`src/rtl/ssram_pkg.sv`:
```
// rtl/ssram_pkg.sv - shared SSRAM widths and burst-master state encoding
package ssram_pkg;

  localparam int SSRAM_AW = 15;
  localparam int SSRAM_DW = 32;

  typedef enum logic [1:0] {
    IDLE  = 2'd0,
    WRITE = 2'd1,
    READ  = 2'd2,
    DRAIN = 2'd3
  } ssram_mst_state_t;

endpackage

```
`src/rtl/ssram_rd_fifo.sv`:
```
// rtl/ssram_rd_fifo.sv - synchronous read-return FIFO for the SSRAM burst master
module ssram_rd_fifo #(
  parameter int DEPTH = 2,
  parameter int WIDTH = 32
) (
  input  logic                           clk,
  input  logic                           rst,
  input  logic                           push,
  input  logic [WIDTH-1:0]               din,
  input  logic                           pop,
  output logic [WIDTH-1:0]               dout,
  output logic [$clog2(DEPTH+1)-1:0]     count,
  output logic                           empty
);

  localparam int PW = $clog2(DEPTH);
  localparam int CW = $clog2(DEPTH+1);

  logic [WIDTH-1:0] mem [DEPTH];
  logic [PW-1:0]    wr_ptr;
  logic [PW-1:0]    rd_ptr;

  function automatic logic [PW-1:0] ptr_next(input logic [PW-1:0] p);
    return (p == PW'(DEPTH-1)) ? '0 : p + PW'(1);
  endfunction

  always_ff @(posedge clk) begin
    if (push) mem[wr_ptr] <= din;
  end

  always_ff @(posedge clk) begin
    if (rst) begin
      wr_ptr <= '0;
      rd_ptr <= '0;
      count  <= '0;
    end else begin
      if (push) wr_ptr <= ptr_next(wr_ptr);
      if (pop)  rd_ptr <= ptr_next(rd_ptr);
      case ({push, pop})
        2'b10:   count <= count + CW'(1);
        2'b01:   count <= count - CW'(1);
        default: count <= count;
      endcase
    end
  end

  assign empty = (count == '0);
  // Head is masked while empty so stale entries never reach the stream.
  assign dout  = empty ? '0 : mem[rd_ptr];

endmodule

```
`src/rtl/ssram_burst_master.sv`:
```
// rtl/ssram_burst_master.sv - command-driven SSRAM burst initiator with write/read streams
// SSRAM_BURST_WRAP_EN: address wraps past 0x7FFF instead of truncating the burst.
module ssram_burst_master
  import ssram_pkg::*;
#(
  parameter int LEN_W      = 8,
  parameter int FIFO_DEPTH = 2
) (
  input  logic                clk,
  input  logic                rst,
  input  logic                cmd_valid,
  output logic                cmd_ready,
  input  logic                cmd_write,
  input  logic [SSRAM_AW-1:0] cmd_addr,
  input  logic [LEN_W-1:0]    cmd_len,
  input  logic                wr_valid,
  output logic                wr_ready,
  input  logic [SSRAM_DW-1:0] wr_data,
  output logic                rd_valid,
  input  logic                rd_ready,
  output logic [SSRAM_DW-1:0] rd_data,
  output logic                done,
  output logic                done_err,
  output logic [SSRAM_AW-1:0] sram_adr_o,
  output logic [SSRAM_DW-1:0] sram_data_o,
  output logic                sram_re_o,
  output logic                sram_we_o,
  input  logic [SSRAM_DW-1:0] sram_data_i
);

  localparam int CW = $clog2(FIFO_DEPTH+1);
  localparam logic [CW:0]          DEPTH_V  = (CW+1)'(FIFO_DEPTH);
  localparam logic [SSRAM_AW-1:0]  ADR_LAST = '1;

  ssram_mst_state_t     state, state_nxt;
  logic [SSRAM_AW-1:0]  addr, addr_nxt;
  logic [LEN_W:0]       remaining, remaining_nxt;
  logic                 inflight;
  logic                 trunc, trunc_nxt;
  logic                 done_nxt, done_err_nxt;
  logic                 fifo_pop, fifo_empty;
  logic [CW-1:0]        fifo_count;
  logic [CW:0]          used;
  logic                 at_end, more_left;

  ssram_rd_fifo #(.DEPTH(FIFO_DEPTH), .WIDTH(SSRAM_DW)) u_rd_fifo (
    .clk   (clk),
    .rst   (rst),
    .push  (inflight),
    .din   (sram_data_i),
    .pop   (fifo_pop),
    .dout  (rd_data),
    .count (fifo_count),
    .empty (fifo_empty)
  );

  assign rd_valid  = ~fifo_empty;
  assign fifo_pop  = rd_valid & rd_ready;
  assign used      = {1'b0, fifo_count} + {{CW{1'b0}}, inflight};
  assign more_left = (remaining != (LEN_W+1)'(1));

`ifdef SSRAM_BURST_WRAP_EN
  assign at_end = 1'b0;
`else
  assign at_end = (addr == ADR_LAST);
`endif

  always_comb begin
    state_nxt     = state;
    addr_nxt      = addr;
    remaining_nxt = remaining;
    trunc_nxt     = trunc;
    done_nxt      = 1'b0;
    done_err_nxt  = 1'b0;
    cmd_ready     = 1'b0;
    wr_ready      = 1'b0;
    sram_we_o     = 1'b0;
    sram_re_o     = 1'b0;
    sram_adr_o    = '0;
    sram_data_o   = '0;
    case (state)
      IDLE: begin
        cmd_ready = 1'b1;
        if (cmd_valid) begin
          addr_nxt      = cmd_addr;
          remaining_nxt = {1'b0, cmd_len} + (LEN_W+1)'(1);
          trunc_nxt     = 1'b0;
          state_nxt     = cmd_write ? WRITE : READ;
        end
      end
      WRITE: begin
        wr_ready    = 1'b1;
        sram_we_o   = wr_valid;
        sram_adr_o  = addr;
        sram_data_o = wr_data;
        if (wr_valid) begin
          addr_nxt      = addr + SSRAM_AW'(1);
          remaining_nxt = remaining - (LEN_W+1)'(1);
          if (!more_left || at_end) begin
            state_nxt    = IDLE;
            done_nxt     = 1'b1;
            done_err_nxt = at_end & more_left;
          end
        end
      end
      READ: begin
        sram_adr_o = addr;
        // A same-cycle pop frees a slot, so the credit check counts it; this keeps
        // one re per cycle when the consumer never stalls.
        if ((remaining != '0) && (fifo_pop ? (used <= DEPTH_V) : (used < DEPTH_V))) begin
          sram_re_o     = 1'b1;
          addr_nxt      = addr + SSRAM_AW'(1);
          remaining_nxt = remaining - (LEN_W+1)'(1);
          if (!more_left || at_end) begin
            state_nxt = DRAIN;
            trunc_nxt = at_end & more_left;
          end
        end
      end
      DRAIN: begin
        if (!inflight && ((fifo_count == '0) || ((fifo_count == CW'(1)) && fifo_pop))) begin
          state_nxt    = IDLE;
          done_nxt     = 1'b1;
          done_err_nxt = trunc;
        end
      end
      default: state_nxt = IDLE;
    endcase
  end

  always_ff @(posedge clk) begin
    if (rst) begin
      state     <= IDLE;
      addr      <= '0;
      remaining <= '0;
      inflight  <= 1'b0;
      trunc     <= 1'b0;
      done      <= 1'b0;
      done_err  <= 1'b0;
    end else begin
      state     <= state_nxt;
      addr      <= addr_nxt;
      remaining <= remaining_nxt;
      inflight  <= sram_re_o;
      trunc     <= trunc_nxt;
      done      <= done_nxt;
      done_err  <= done_err_nxt;
    end
  end

endmodule

```
`config.mk`:
```
export PLATFORM = sky130hd
export DESIGN_NAME = ssram_burst_master
export DESIGN_NICKNAME = d
export VERILOG_FILES = /design/src/rtl/ssram_pkg.sv /design/src/rtl/ssram_rd_fifo.sv /design/src/rtl/ssram_burst_master.sv
export SDC_FILE = /design/constraint.sdc
export NUM_CORES = 1
export LEC_CHECK = 0
export ABC_AREA = 1
export BUFFER_PORTS_ARGS = -buffer_cell sky130_fd_sc_hd__buf_2
export CAP_MARGIN = 20
export CELL_PAD_IN_SITES_DETAIL_PLACEMENT = 0
export CELL_PAD_IN_SITES_GLOBAL_PLACEMENT = 1
export CORE_ASPECT_RATIO = 2
export CORE_MARGIN = 1.5
export CORE_UTILIZATION = 36
export DETAILED_ROUTE_END_ITERATION = 7
export HOLD_SLACK_MARGIN = 0.15
export PLACE_DENSITY_LB_ADDON = 0.1
export SLEW_MARGIN = 20
export SYNTH_ARGS = -nofsm -noshare
export SYNTH_HDL_FRONTEND = slang
export SYNTH_SLANG_ARGS = --single-unit
```
`constraint.sdc`:
```
create_clock -name clk -period 3.39 [get_ports clk]
set_clock_uncertainty 0.15 [all_clocks]
set_input_delay 0.678 -clock clk [delete_from_list [all_inputs] [get_ports clk]]
set_output_delay 0.678 -clock clk [all_outputs]
set_load 0.03 [all_outputs]
```
==> results of run 1 <==
-- final cells by class --
| cell class | instances | area [sq um] |
|---|---|---|
| fill | 1464 | 7709 |
| sequential | 99 | 2623 |
| multi-input combinational | 437 | 2143 |
| timing repair buffer | 186 | 950.9 |
| inverter | 103 | 386.6 |
| tap | 192 | 240.2 |
| clock buffer | 9 | 225.2 |
| clock inverter | 7 | 73.82 |
-- sequential cells by signal, summed over array words and instances, names as in the netlist, named ones only --
signal            flops
u_rd_fifo.wr_ptr      1
state                 2
addr                 15
u_rd_fifo.mem        64
trunc                 1
done                  1
done_err              1
inflight              1
remaining             9
u_rd_fifo.count       2
u_rd_fifo.rd_ptr      1
-- path summary, 6_finish.rpt --
check / start / end / slack [ns] / cells after the start
worst max register to register: inflight / remaining[5] / 0.92 / 11
worst min-delay path: addr[5] / addr[5] / 0.36 / 2
worst min register to register: addr[5] / addr[5] / 0.36 / 2
worst max-delay path: inflight / sram_re_o / 0.60 / 8
-- power by group through the flow --
stage / registers (mW) / clock network, mW / logic, mW
global route: 1.77 / 1.10 / 4.29
finish: 1.73 / 1.02 / 3.82
floorplan: 1.71 / 0 / 3.03
detailed placement: 1.76 / 0 / 3.87
CTS: 1.73 / 1.06 / 3.89
global placement: 1.75 / 0 / 3.84
-- cell usage in the layout (no fill, tap or decap) --
cell and instances:
nor2_4 1, a31oi_1 2, nor3_1 7, nand2_2 11, nor2_1 105, nor3_2 1
a21oi_2 15, nor2_2 3, nor3b_1 1, a21boi_0 2, clkinv_1 1, clkbuf_16 9
nand2_1 163, ha_1 14, a21oi_1 9, o21bai_1 1, inv_1 99, dfxtp_1 35
a22oi_1 1, inv_6 2, nand4_1 5, nor4_1 1, bufinv_16 1, o21ai_0 54
buf_2 178, xnor2_1 1, edfxtp_1 64, o211ai_1 3, xor2_1 4, o31ai_1 3
o21bai_2 1, buf_4 8, nand2_4 2, clkinvlp_4 3, inv_2 4, nand3_4 2
and2_1 1, nand3_1 24
-- kinds of logic (layout without fill, tap and decap cells) --
family,after synthesis,count (layout),synth area share (%)
and+or+nand+nor,327,327,25.89
buffers and inverters,131,305,10.18
DFF,99,99,49.50
AOI/OAI and AO/OA,91,91,10.30
adders and majority gates,14,14,3.307
xor gates and xnor gates,5,5,0.8266
-- critical path, stage by stage, from the launching register on --
cell	delay (ns)
dfxtp_1	0.38
ha_1	0.20
inv_1	0.05
ha_1	0.26
nand3_1	0.09
o21bai_2	0.17
nand2_4	0.08
nor2_1	0.14
buf_2	0.25
-- stage by stage --
stage / std cells / setup slack, ns / util, % / area [sq um] / total power [mW]
detailed placement: 1017 / 0.9194 / 44.20 / 6344 / 5.627
finish: 1033 / 0.5980 / 46.29 / 6643 / 6.574
floorplan: 667 / 0.8627 / - / 5298 / 4.742
CTS: 1033 / 0.5918 / 46.29 / 6643 / 6.678
global route: 1033 / 0.4815 / 46.29 / 6643 / 7.161
global placement: 1017 / 0.9330 / 44.20 / 6344 / 5.589
-- routing by layer --
metal  part of all wire (%)  vias to the layer above  GRT usage (%)  wire (um)
met2                     57                      112          35.67       7921
li1                       -                     2446              -          -
met4                    3.1                        0          8.984        437
met1                     36                     2273          18.18       5059
met5                      0                        -              0          0
met3                    3.7                       25          3.086        509
==> results.txt, run 1 <==
----------------------------------------------------
[Cells and area]
  Antenna diode count ... 0
  Layout net count ... roughly 940
  Share of final-layout standard cells stronger than drive strength 1 ... approximately 29%
  Layout-stage area growth over the synthesis result ... 25.39%

[Route]
  First-pass iteration count of the detailed router ... 4
  Routed wire length per instance ... ~13 um
  Number of DRC violations after detailed-routing iteration 0 ... 156
  Total detailed-routing wirelength ... between 10000 and 15000 um
  Post-detailed-route DRC marker count ... 0
  Via density per instance ... 4.701
  Remaining number of nets flagged by the antenna check after routing ... 0
  Total vias in the final route ... around 4900

[Placed design]
  Last weighted congestion value of the routability-driven placer ... between 0.8 and 0.9
  Count of buffers from port buffering ... between 150 and 200
  HPWL reported at the end of detailed placement ... 10510 um

[Logic synthesis]
  Top_reg_cell synth ... edfxtp_1
  Cell with the most instances after synthesis ... nand2_1
  Unique cell type count in the Yosys netlist ... 36
  Mean area per synthesized cell ... between 7 and 8 sq um
  Library cell with the largest summed area after synthesis ... edfxtp_1
  Async set-or-reset flop fraction in the synthesized netlist ... 0%
  Gate Count Post-Synth ... roughly 670
  Top cells by instance count after synthesis ... nand2_1, nor2_1, inv_1, edfxtp_1, o21ai_0
  Proportion of netlist area held by the largest area contributor ... between 30% and 40%
  Yosys Warn Count ... 0
  Register area share after synthesis ... between 40 and 50%
  Largest cells by area after synthesis ... edfxtp_1, dfxtp_1, nand2_1
  Count of flip-flops with a built-in enable after synthesis ... 64
  Number of flip-flops and latches in the synthesized netlist ... a little under 100
  Netlist Area Pre-Place ... 5298 sq um
  Post-synth net total ... 774

[STA]
  Worst-case headroom to the max-slew limit ... between 30% and 40%
  Final sum of negative setup slack ... 0 ns
  Maximum clock rate ... 0.3582 GHz
  Setup repair after global routing missed its margin ... no
  Post-layout min period ... 2.792 ns
  Worst Hold Slack ... ~0.36 ns
  Number of slew-limit violations in the final report ... 0
  Hold Vio Cnt, Final ... 0
  Transition time of the tightest slew-check pin ... 0.9523 ns
  Final clock period utilization by the worst path ... 82.36%
  Final count of negative-setup-slack endpoints ... 0

[Pwr]
  Switching part of the total power ... about half
  Part of the power in the clock network ... about 16%
  Share of power burned in registers ... between 20% and 30%
  Peak VDD IR ... between 400 and 500 uV
  Sw power ... about 3.4 mW
  Share of total power in combinational logic ... 58.2%
  Areal power density over the cells ... slightly below 1000 nW/um^2
  Internal power ... approximately 3.2 mW
  Leak Pwr ... 3.451 nW

[Floorplanning]
  Number of primary I/O pins ... 179
  Die Y-Extent ... 174.6 um
  Effective utilization at floorplan ... between 30% and 40%
  Die width ... roughly 89 um
  Core area ... 14350 sq um
  Area of the die ... around 15000 sq um
  Site Rows ... between 60 and 70

[Global route]
  Maximum number of pins on one net before global-route repair ... 39
  Initial antenna violation count ... 0
  Overall fraction of global-route tracks in use ... between 10% and 20%
  Total global routing overflow ... 0
  Wire length of the first global-routing pass ... approximately 22000 um
  Via count of the first global-routing pass ... 4817

[Clock tree]
  Clock transition at the register clock pins on the worst setup and hold paths after CTS ... ~0.070 ns
  Num Clock Sinks ... 99
  Bufs on Longest Clock Path ... 2
  H-tree depth ... 3
  Clock tree root buffer cell ... clkbuf_16
  Gates resized, CTS repair ... 0
  Number of setup buffers added after CTS ... 0
  Cts hold-fix bufs ... 0
  Clock buffers created by TritonCTS ... 9
  Worst-Skew Late Latency ... around 0.35 ns
  TritonCTS clock tree ... done

[Worst setup path]
  CP required ... around 2.6 ns
  Critical path start-end classification ... flop to primary output
  Type of origin of the critical path ... flop
  Crit path arrival time ... between 1.5 and 2 ns
  Category of the worst setup path capture point ... primary output
  Critical-path maximum fanout ... 4

[Worst hold path]
  Kind of path behind the tightest hold check ... flop to flop

[Run status]
  Status ... complete, no violations

[Flow run]
  Max-cap violation count ... 0

----------------------------------------------------
No activity file was read; power rests on OpenSTA's default activity.
==> run 2: changes to the inputs <==
- clock period: 3.39 -> 2.9 ns (I/O delays scaled with it)
==> results.txt, run 2 (synthesized netlist as in run 1, its figures left out) <==
----------------------------------------------------
[Cells and area]
  Biggest regs ... u_rd_fifo.mem: 64 flops, addr: 15 flops, remaining: 9 flops
  Layout net count ... 945 (+0.21%)
  Number of flip-flops in the largest register ... 64 (unchanged)
  Most frequent cells in the layout ... buf_2, nand2_1, nor2_1
  Antenna diode count ... 0 (unchanged)
  Share of final-layout standard cells stronger than drive strength 1 ... 28.47% (-0.19 points)
  Register name with the most flops ... u_rd_fifo.mem
  Finished Core Util ... 46.13% (-0.16 points)
  Layout-stage area growth over the synthesis result ... 24.96%
  Filler Cell Count ... 1492 (+1.9%)
  Count of non-filler cells in the finished layout ... 1035 (+0.19%)
  Most common cell after layout, fill and taps aside ... buf_2

[Clock tree]
  Clock transition at the register clock pins on the worst setup and hold paths after CTS ... 0.07 ns (about the same)
  H-tree depth ... 3 (unchanged)
  Gates resized, CTS repair ... 0 (unchanged)
  Clock buffers created by TritonCTS ... 9 (unchanged)
  Number of setup buffers added after CTS ... 0 (unchanged)
  Worst-Skew Late Latency ... 0.35 ns (about the same)
  Cts hold-fix bufs ... 0 (unchanged)
  Bufs on Longest Clock Path ... 2 (unchanged)
  Clock tree root buffer cell ... clkbuf_16
  TritonCTS clock tree ... done
  Num Clock Sinks ... 99 (unchanged)

[Pwr]
  Leak Pwr ... 3.450 nW (about the same)
  Peak VDD IR ... 430.2 uV (-7.7%)
  Areal power density over the cells ... 1154 nW/um^2 (+17%)

[STA]
  Hold Vio Cnt, Final ... 0 (unchanged)
  Number of slew-limit violations in the final report ... 0 (unchanged)
  Setup repair after global routing missed its margin ... no
  Worst-case headroom to the max-slew limit ... 57.95% (+22 points)
  Transition time of the tightest slew-check pin ... 0.6292 ns (-0.3231 ns)
  Maximum clock rate ... around 0.36 GHz
  Final sum of negative setup slack ... 0 ns (unchanged)
  Post-layout min period ... 2.740 ns
  Final clock period utilization by the worst path ... ~94%
  Final count of negative-setup-slack endpoints ... 0 (unchanged)

[Global route]
  Met1 GRT Util ... 18.85% (+0.68 points)
  Global route hottest layer ... met2
  Via count of the first global-routing pass ... 4801 (-0.33%)
  Wire length of the first global-routing pass ... 22730 um (+2.3%)
  GRT met3 Usage ... 3.419% (+0.33 points)
  Total global routing overflow ... 0 (unchanged)
  GR met2 Demand/Resource ... 36.71% (+1.0 points)
  Maximum number of pins on one net before global-route repair ... 39 (unchanged)
  Initial antenna violation count ... 0 (unchanged)
  Overall fraction of global-route tracks in use ... 18.98% (+0.39 points)

[Route]
  First-pass iteration count of the detailed router ... 6 (+2)
  Routed wire length per instance ... 13.94 um (+3.4%)
  Total detailed-routing wirelength ... 14430 um (+3.6%)
  Remaining number of nets flagged by the antenna check after routing ... 0 (unchanged)
  Total vias in the final route ... 4792 (-1.3%)
  Via density per instance ... 4.630 (-1.5%)
  Number of DRC violations after detailed-routing iteration 0 ... 126 (-19%)
  Post-detailed-route DRC marker count ... 0 (unchanged)

[Floorplanning]
  Site Rows ... 62 (unchanged)
  Area of the die ... 15500 sq um (unchanged)
  Core area ... 14350 sq um (unchanged)
  Die Y-Extent ... 174.6 um (unchanged)
  Die width ... 88.78 um (unchanged)
  Number of primary I/O pins ... 179 (unchanged)
  Effective utilization at floorplan ... 36.91% (unchanged)

[Worst setup path]
  Critical-path maximum fanout ... 15 (+11)
  CP required ... 2.17 ns (-0.39 ns)
  Critical path start-end classification ... flop to primary output
  Setup slack of the most critical reg-to-reg path ... 0.58 ns (-0.34 ns)
  Category of the worst setup path capture point ... primary output
  Type of origin of the critical path ... flop
  Crit path arrival time ... 2.01 ns (+0.05 ns)

[Placed design]
  Cell count after placement ... 1019 (+0.20%)
  Count of buffers from port buffering ... 178 (unchanged)
  Last weighted congestion value of the routability-driven placer ... 0.8617 (-2.9%)
  HPWL reported at the end of detailed placement ... 10920 um (+3.9%)

[Run status]
  Status ... complete, no violations

[Worst hold path]
  Kind of path behind the tightest hold check ... primary input to flop

[Flow run]
  Max-cap violation count ... 0 (unchanged)

----------------------------------------------------
==> run 2: cell count changes in the layout (fill, tap and decap cells not counted), sizes merged <==
cell      previous run  this run
inv                105       104
clkinv               1         3
bufinv               1         0
buf                186       188
clkbuf               9        11
clkinvlp             3         1
==> run 2: power by group <==
group	switching (mW)	total (mW)	internal, mW
registers	0.230	2.03	1.80
logic	3.21	4.53	1.32
clock network	0.503	1.08	0.578
total	3.94	7.64	3.70
==> run 2: metal layers <==
metal / part of all wire, % / vias up
li1: - / 2445
met4: 2.9 / 0
met3: 3.6 / 28
met2: 57 / 113
met1: 37 / 2206
met5: 0 / -
==> run 2: layout make-up <==
cell class / count / area, sq um / area share (%)
clock buffers: 11 / 232.7 / 3.515
clock inverters: 5 / 28.78 / 0.4347
inverters: 103 / 386.6 / 5.840
multi-input cells: 437 / 2143 / 32.38
flip-flops and latches: 99 / 2623 / 39.61
well taps: 192 / 240.2 / 3.629
repair buffers: 188 / 965.9 / 14.59
==> run 2: stage by stage <==
stage	hold slack (ns)	power [mW]	setup WS [ns]	instance area [sq um]
final	0.2738	7.640	0.1601	6620
after floorplan	0.2905	5.543	0.4707	5298
after global placement	0.3084	6.566	0.6245	6359
after CTS	0.2591	7.743	0.1354	6620
after global routing	0.2627	8.333	0.02536	6620
after detailed placement	0.3322	6.644	0.5189	6359
==> run 2: path summary, 6_finish.rpt <==
| check | from | cells past startpoint | end |
|---|---|---|---|
| setup / recovery | u_rd_fifo.count[0] | 8 | sram_re_o |
| hold / removal | sram_data_i[23] | 1 | u_rd_fifo.mem[1][23] |
| setup reg to reg | u_rd_fifo.count[0] | 13 | remaining[8] |
| hold reg to reg | trunc | 2 | trunc |
==> run 2: worst max-delay path, cell delays in order (launching register included) <==
cell	delay [ns]
dfxtp_1	0.38
inv_1	0.10
ha_1	0.22
inv_2	0.20
nand2_1	0.16
o21bai_2	0.20
nand2_4	0.08
nor2_1	0.09
buf_2	0.24
